===== src/rtl/hazard_pipe_ctrl_pkg.sv =====
// Shared pipeline definitions for the hazard controller.
// Holds the instruction field map, the default word width and the FSM state encoding.
package hazard_pipe_ctrl_pkg;

  localparam int PIPE_INST_W = 19;

  localparam int DEST_HI = 13;
  localparam int DEST_LO = 11;
  localparam int SRC1_HI = 10;
  localparam int SRC1_LO = 8;
  localparam int SRC2_HI = 7;
  localparam int SRC2_LO = 5;

  localparam logic [0:0] ST_RUN    = 1'b0;
  localparam logic [0:0] ST_BUBBLE = 1'b1;

endpackage


===== src/rtl/hazard_pipe_ctrl_stage_reg.sv =====
// One pipeline stage register that either loads its input or is forced to a bubble (all zeros).
module pipe_stage_reg #(
  parameter int W = 1
) (
  input  logic         clk,
  input  logic         rst,
  input  logic         load,
  input  logic         bubble,
  input  logic [W-1:0] d,
  output logic [W-1:0] q
);

  always_ff @(posedge clk) begin
    if (rst) begin
      q <= '0;
    end else if (bubble) begin
      q <= '0;
    end else if (load) begin
      q <= d;
    end
  end

endmodule


===== src/rtl/hazard_pipe_ctrl.sv =====
// Load-use hazard detection and ID/EX/MEM/WB pipeline registers with stall/flush control.
// A load-use hazard inserts one bubble into EX; a taken branch squashes instead and wins over a stall.
module hazard_pipe_ctrl
  import hazard_pipe_ctrl_pkg::*;
#(
  parameter int INST_W = PIPE_INST_W,
  parameter int CNT_W  = 16
) (
  input  logic              clk,
  input  logic              rst,
  input  logic [INST_W-1:0] id_inst,
  input  logic              id_reg_write,
  input  logic              id_mem_read,
  input  logic              id_reg2_read_source,
  input  logic              branch_taken,
  output logic [INST_W-1:0] ex_inst,
  output logic [INST_W-1:0] mem_inst,
  output logic [INST_W-1:0] wb_inst,
  output logic              ex_reg_write,
  output logic              ex_mem_read,
  output logic              mem_reg_write,
  output logic              wb_reg_write,
  output logic              stall,
  output logic              flush,
  output logic [CNT_W-1:0]  stall_count
);

  logic [0:0] state_reg;
  logic [0:0] state_next;
  logic [2:0] ex_dest;
  logic [2:0] id_src1;
  logic [2:0] id_src2_eff;
  logic       load_use;
  logic       ex_bubble;

  assign ex_dest     = ex_inst[DEST_HI:DEST_LO];
  assign id_src1     = id_inst[SRC1_HI:SRC1_LO];
  assign id_src2_eff = id_reg2_read_source ? id_inst[SRC1_HI:SRC1_LO] : id_inst[SRC2_HI:SRC2_LO];

  // Register 0 is hardwired, so a load into it can never create a dependency.
  assign load_use = ex_mem_read && (ex_dest != 3'd0) &&
                    ((ex_dest == id_src1) || (ex_dest == id_src2_eff));

  assign stall     = load_use && !branch_taken && !rst;
  assign flush     = branch_taken && !rst;
  assign ex_bubble = stall || flush;

  pipe_stage_reg #(.W(INST_W + 2)) u_ex_reg (
    .clk    (clk),
    .rst    (rst),
    .load   (1'b1),
    .bubble (ex_bubble),
    .d      ({id_inst, id_reg_write, id_mem_read}),
    .q      ({ex_inst, ex_reg_write, ex_mem_read})
  );

  pipe_stage_reg #(.W(INST_W + 1)) u_mem_reg (
    .clk    (clk),
    .rst    (rst),
    .load   (1'b1),
    .bubble (1'b0),
    .d      ({ex_inst, ex_reg_write}),
    .q      ({mem_inst, mem_reg_write})
  );

  pipe_stage_reg #(.W(INST_W + 1)) u_wb_reg (
    .clk    (clk),
    .rst    (rst),
    .load   (1'b1),
    .bubble (1'b0),
    .d      ({mem_inst, mem_reg_write}),
    .q      ({wb_inst, wb_reg_write})
  );

  always_comb begin
    state_next = state_reg;
    case (state_reg)
      ST_RUN:    state_next = stall ? ST_BUBBLE : ST_RUN;
      ST_BUBBLE: state_next = ST_RUN;
      default:   state_next = ST_RUN;
    endcase
  end

  always_ff @(posedge clk) begin
    if (rst) begin
      state_reg <= ST_RUN;
    end else begin
      state_reg <= state_next;
    end
  end

  // Counter saturates so a long-running profile never reads back a small value.
  always_ff @(posedge clk) begin
    if (rst) begin
      stall_count <= '0;
    end else if (stall && (stall_count != {CNT_W{1'b1}})) begin
      stall_count <= stall_count + 1'b1;
    end
  end

  // EX holds a NOP while in BUBBLE, so a hazard there means the bubble was lost.
  bubble_no_stall: assert property (@(posedge clk) disable iff (rst)
    (state_reg == ST_BUBBLE) |-> !stall);

endmodule


===== config.mk =====
export PLATFORM = sky130hd
export DESIGN_NAME = hazard_pipe_ctrl
export DESIGN_NICKNAME = d
export VERILOG_FILES = /design/src/rtl/hazard_pipe_ctrl_pkg.sv /design/src/rtl/hazard_pipe_ctrl_stage_reg.sv /design/src/rtl/hazard_pipe_ctrl.sv
export SDC_FILE = /design/constraint.sdc
export NUM_CORES = 1
export LEC_CHECK = 0
export BUFFER_PORTS_ARGS = -buffer_cell sky130_fd_sc_hd__buf_4
export CORE_MARGIN = 2
export CORE_UTILIZATION = 54
export CTS_BUF_LIST = sky130_fd_sc_hd__clkbuf_16
export DETAILED_ROUTE_END_ITERATION = 10
export PLACE_DENSITY = 0.84
export SYNTH_ARGS = -nofsm -noshare
export SYNTH_HDL_FRONTEND = slang
export SYNTH_HIERARCHICAL = 1
export SYNTH_SLANG_ARGS = --single-unit
export TNS_END_PERCENT = 20

===== constraint.sdc =====
create_clock -name clk -period 4.3 [get_ports clk]
set_clock_uncertainty 0.1 [all_clocks]
set_input_delay 0.43 -clock clk [delete_from_list [all_inputs] [get_ports clk]]
set_output_delay 0.43 -clock clk [all_outputs]
set_load 0.01 [all_outputs]

==> results.json <==
{
  "overflow": 0,
  "wl_um": 8060,
  "ys_ff_latch": 77,
  "setup_viol": 0,
  "dp_hpwl_um": 5470,
  "final_common_cell": "buf_4",
  "routed_via_density": 5.60,
  "drt_pass1_iterations": 5,
  "clk_pin_slew_ns": 0.06,
  "final_util": 0.752,
  "fin_area_um2": 4220,
  "grt_pass1_vias": 2665,
  "switchingPower_uw": 344,
  "fp.coreArea_um2": 5610,
  "port_buffers": 103,
  "p_comb_frac": 0.074,
  "rows": 27,
  "leakagePower_uw": 0.00196,
  "p_clk_frac": 0.454,
  "cts_tree": "built",
  "ys_seq_area_frac": 0.483,
  "clk_latency_ns": 0.33,
  "n_antenna_cell": 0,
  "endpoint": "u_ex_reg/q[11]",
  "start_kind": "flip-flop",
  "layout.nets": 448,
  "rr_worst_depth": 7,
  "ant_nets": 0,
  "relSlewSlack": 0.501,
  "yosysWarnings": 6,
  "hold_path.class": "primary input to flip-flop",
  "fin_setup_tns_ns": 0,
  "initial_core_util": 0.569,
  "power_density_nw_per_um2": 372,
  "synth_compound_area_frac": 0.0498,
  "synthSimpleGateAreaFrac": 0.181,
  "crit_type": "flip-flop to flip-flop",
  "worst_pin_slew_ns": 0.749,
  "crit_arrival_ns": 2.68,
  "max-vdd-ir-drop_mv": 0.239,
  "drive_above_1_share": 0.300,
  "die-area_um2": 6540,
  "drc": 0,
  "routabilityCongestion": 0.838,
  "worst_setup_path_end_kind": "flip-flop",
  "cp.required_ns": 4.45,
  "grt_max_degree": 25,
  "period_share": 0.589,
  "ctsResizeCount": 0,
  "rsz0062_at_grt": "false",
  "postSynth.topFlopCell": "dfxtp_1",
  "synth_edf_count": 0,
  "synth_area_um2": 3190,
  "startpoint": "u_ex_reg/q[13]",
  "post_dp_cell_area_um2": 3930,
  "reg2reg_from": "u_ex_reg/q[13]",
  "wl_per_cell_um": 16.2,
  "cts_max_path_buffers": 2,
  "antenna_found_initial": 0,
  "setup_slack_ns": 1.77,
  "synth_async_sr_flop_share": 0,
  "synth_top_family_by_area": "multiplexers",
  "cts_setup_buffers": 0,
  "finalHoldViolCount": 0,
  "htreeDepth": 3,
  "die_h_um": 80.9,
  "max_cap_viol_count": 0,
  "io_pins": 104,
  "synth_cell_types": 38,
  "ctsHoldBuffers": 0,
  "area_delta_synth_final_pct": 32.1,
  "cts.sinks": 77,
  "rr_endpoint": "u_ex_reg/q[11]",
  "min_period_ns": 2.53,
  "p_total_uw": 1570,
  "grt_pass1_wl_um": 12900,
  "status": "completed",
  "p_sw_frac": 0.219,
  "die_w_um": 80.9,
  "fmax_mhz": 395,
  "worstPathMaxFanout": 24,
  "dr_total_vias": 2788,
  "synth-adder-area-share": 0.00392,
  "numCtsBuffers": 9,
  "final_cell_mix": "buf_4, dfxtp_1, nor2_1",
  "pwr-share-seq": 0.472,
  "synthXorXnorAreaFrac": 0.0165,
  "intPower_uw": 1220,
  "syn_inst": 319,
  "drtIter0Drc": 196,
  "hp-start": "id_inst[4]",
  "reg2reg_slack_ns": 1.77,
  "cts_root_buffer": "clkbuf_16",
  "synth.avg_cell_area_um2": 10.0,
  "synth_mux_area_frac": 0.209,
  "slew_violations": 0,
  "grt_usage": 0.260,
  "place_worst_setup_slack_ns": 1.75
}
[cells in the mapped netlist (5+ instances only)]
cell type | instances | area [um2]
nor2b_1 | 5 | 31.3
dfxtp_1 | 77 | 1540
nor4_1 | 5 | 31.3
o31ai_1 | 6 | 45.0
buf_6 | 8 | 90.1
or4_1 | 6 | 45.0
xor2_1 | 6 | 52.6
mux2i_1 | 61 | 611
nand3_1 | 7 | 35.0
inv_1 | 5 | 18.8
nor2_1 | 71 | 267
a21oi_1 | 8 | 40.0
clkbuf_1 | 5 | 18.8
nand2_1 | 6 | 22.5
[sequential cells by signal (all words and copies together), names as in the netlist]
register	cells
stall_count	16
u_wb_reg/q	20
u_mem_reg/q	20
u_ex_reg/q	21
[how the worst min path moves through the flow]
stage / to / slack, ns / depth (start not counted)
floorplan: stall_count[11] / 0.42 / 2
global route: u_ex_reg/q[6] / 0.26 / 3
finish: u_ex_reg/q[6] / 0.25 / 3
global placement: stall_count[15] / 0.40 / 1
CTS: u_ex_reg/q[0] / 0.24 / 3
detailed placement: stall_count[15] / 0.40 / 1
[kinds of logic (layout without fill, tap and decap cells)]
kind of cell               count (synthesis)  after routing
and+or+nand+nor                          120            120
DFF                                       77             77
muxes                                     66             66
AOI/OAI and AO/OA                         24             24
buffers and inverters                     23            125
xor gates and xnor gates                   6              6
other                                      2              7
adders and majority gates                  1              1
[power by group through the flow]
stage	Combinational (uW)	Sequential, uW	Clock, uW
finish	116	739	711
detailed placement	111	754	0
global route	126	741	760
floorplan	69.5	757	0
global placement	108	754	0
CTS	113	739	726
[final cells by class]
| class | instances | area, um2 |
|---|---|---|
| clock buffers | 9 | 225 |
| clock inverters | 6 | 56.3 |
| fillers | 401 | 1390 |
| inverters | 5 | 18.8 |
| multi-input cells | 224 | 1500 |
| flip-flops and latches | 77 | 1540 |
| well taps | 72 | 90.1 |
| repair buffers | 105 | 788 |
[per-layer routing]
layer  global-route usage  part of all wire  vias up
met5                    0                 0        -
met4                0.147             0.021        0
met3               0.0544             0.071       19
met2                0.440              0.51      123
met1                0.305              0.39     1327
li1                     -                 -     1319
[critical path, stage by stage, from the launching register on]
cell      delay [ns]
dfxtp_1         0.37
o311ai_0        0.36
o21bai_1        0.16
buf_4           0.25
inv_1           0.13
or2_2           0.31
or2_1           0.51
nor2_1          0.25
[stage by stage]
step,hold slack [ns],instances
after floorplan,0.421,324
after global placement,0.400,483
after detailed placement,0.399,483
after CTS,0.243,498
after global routing,0.262,498
final,0.251,498
Note: power is estimated with default switching activity, not from simulation.
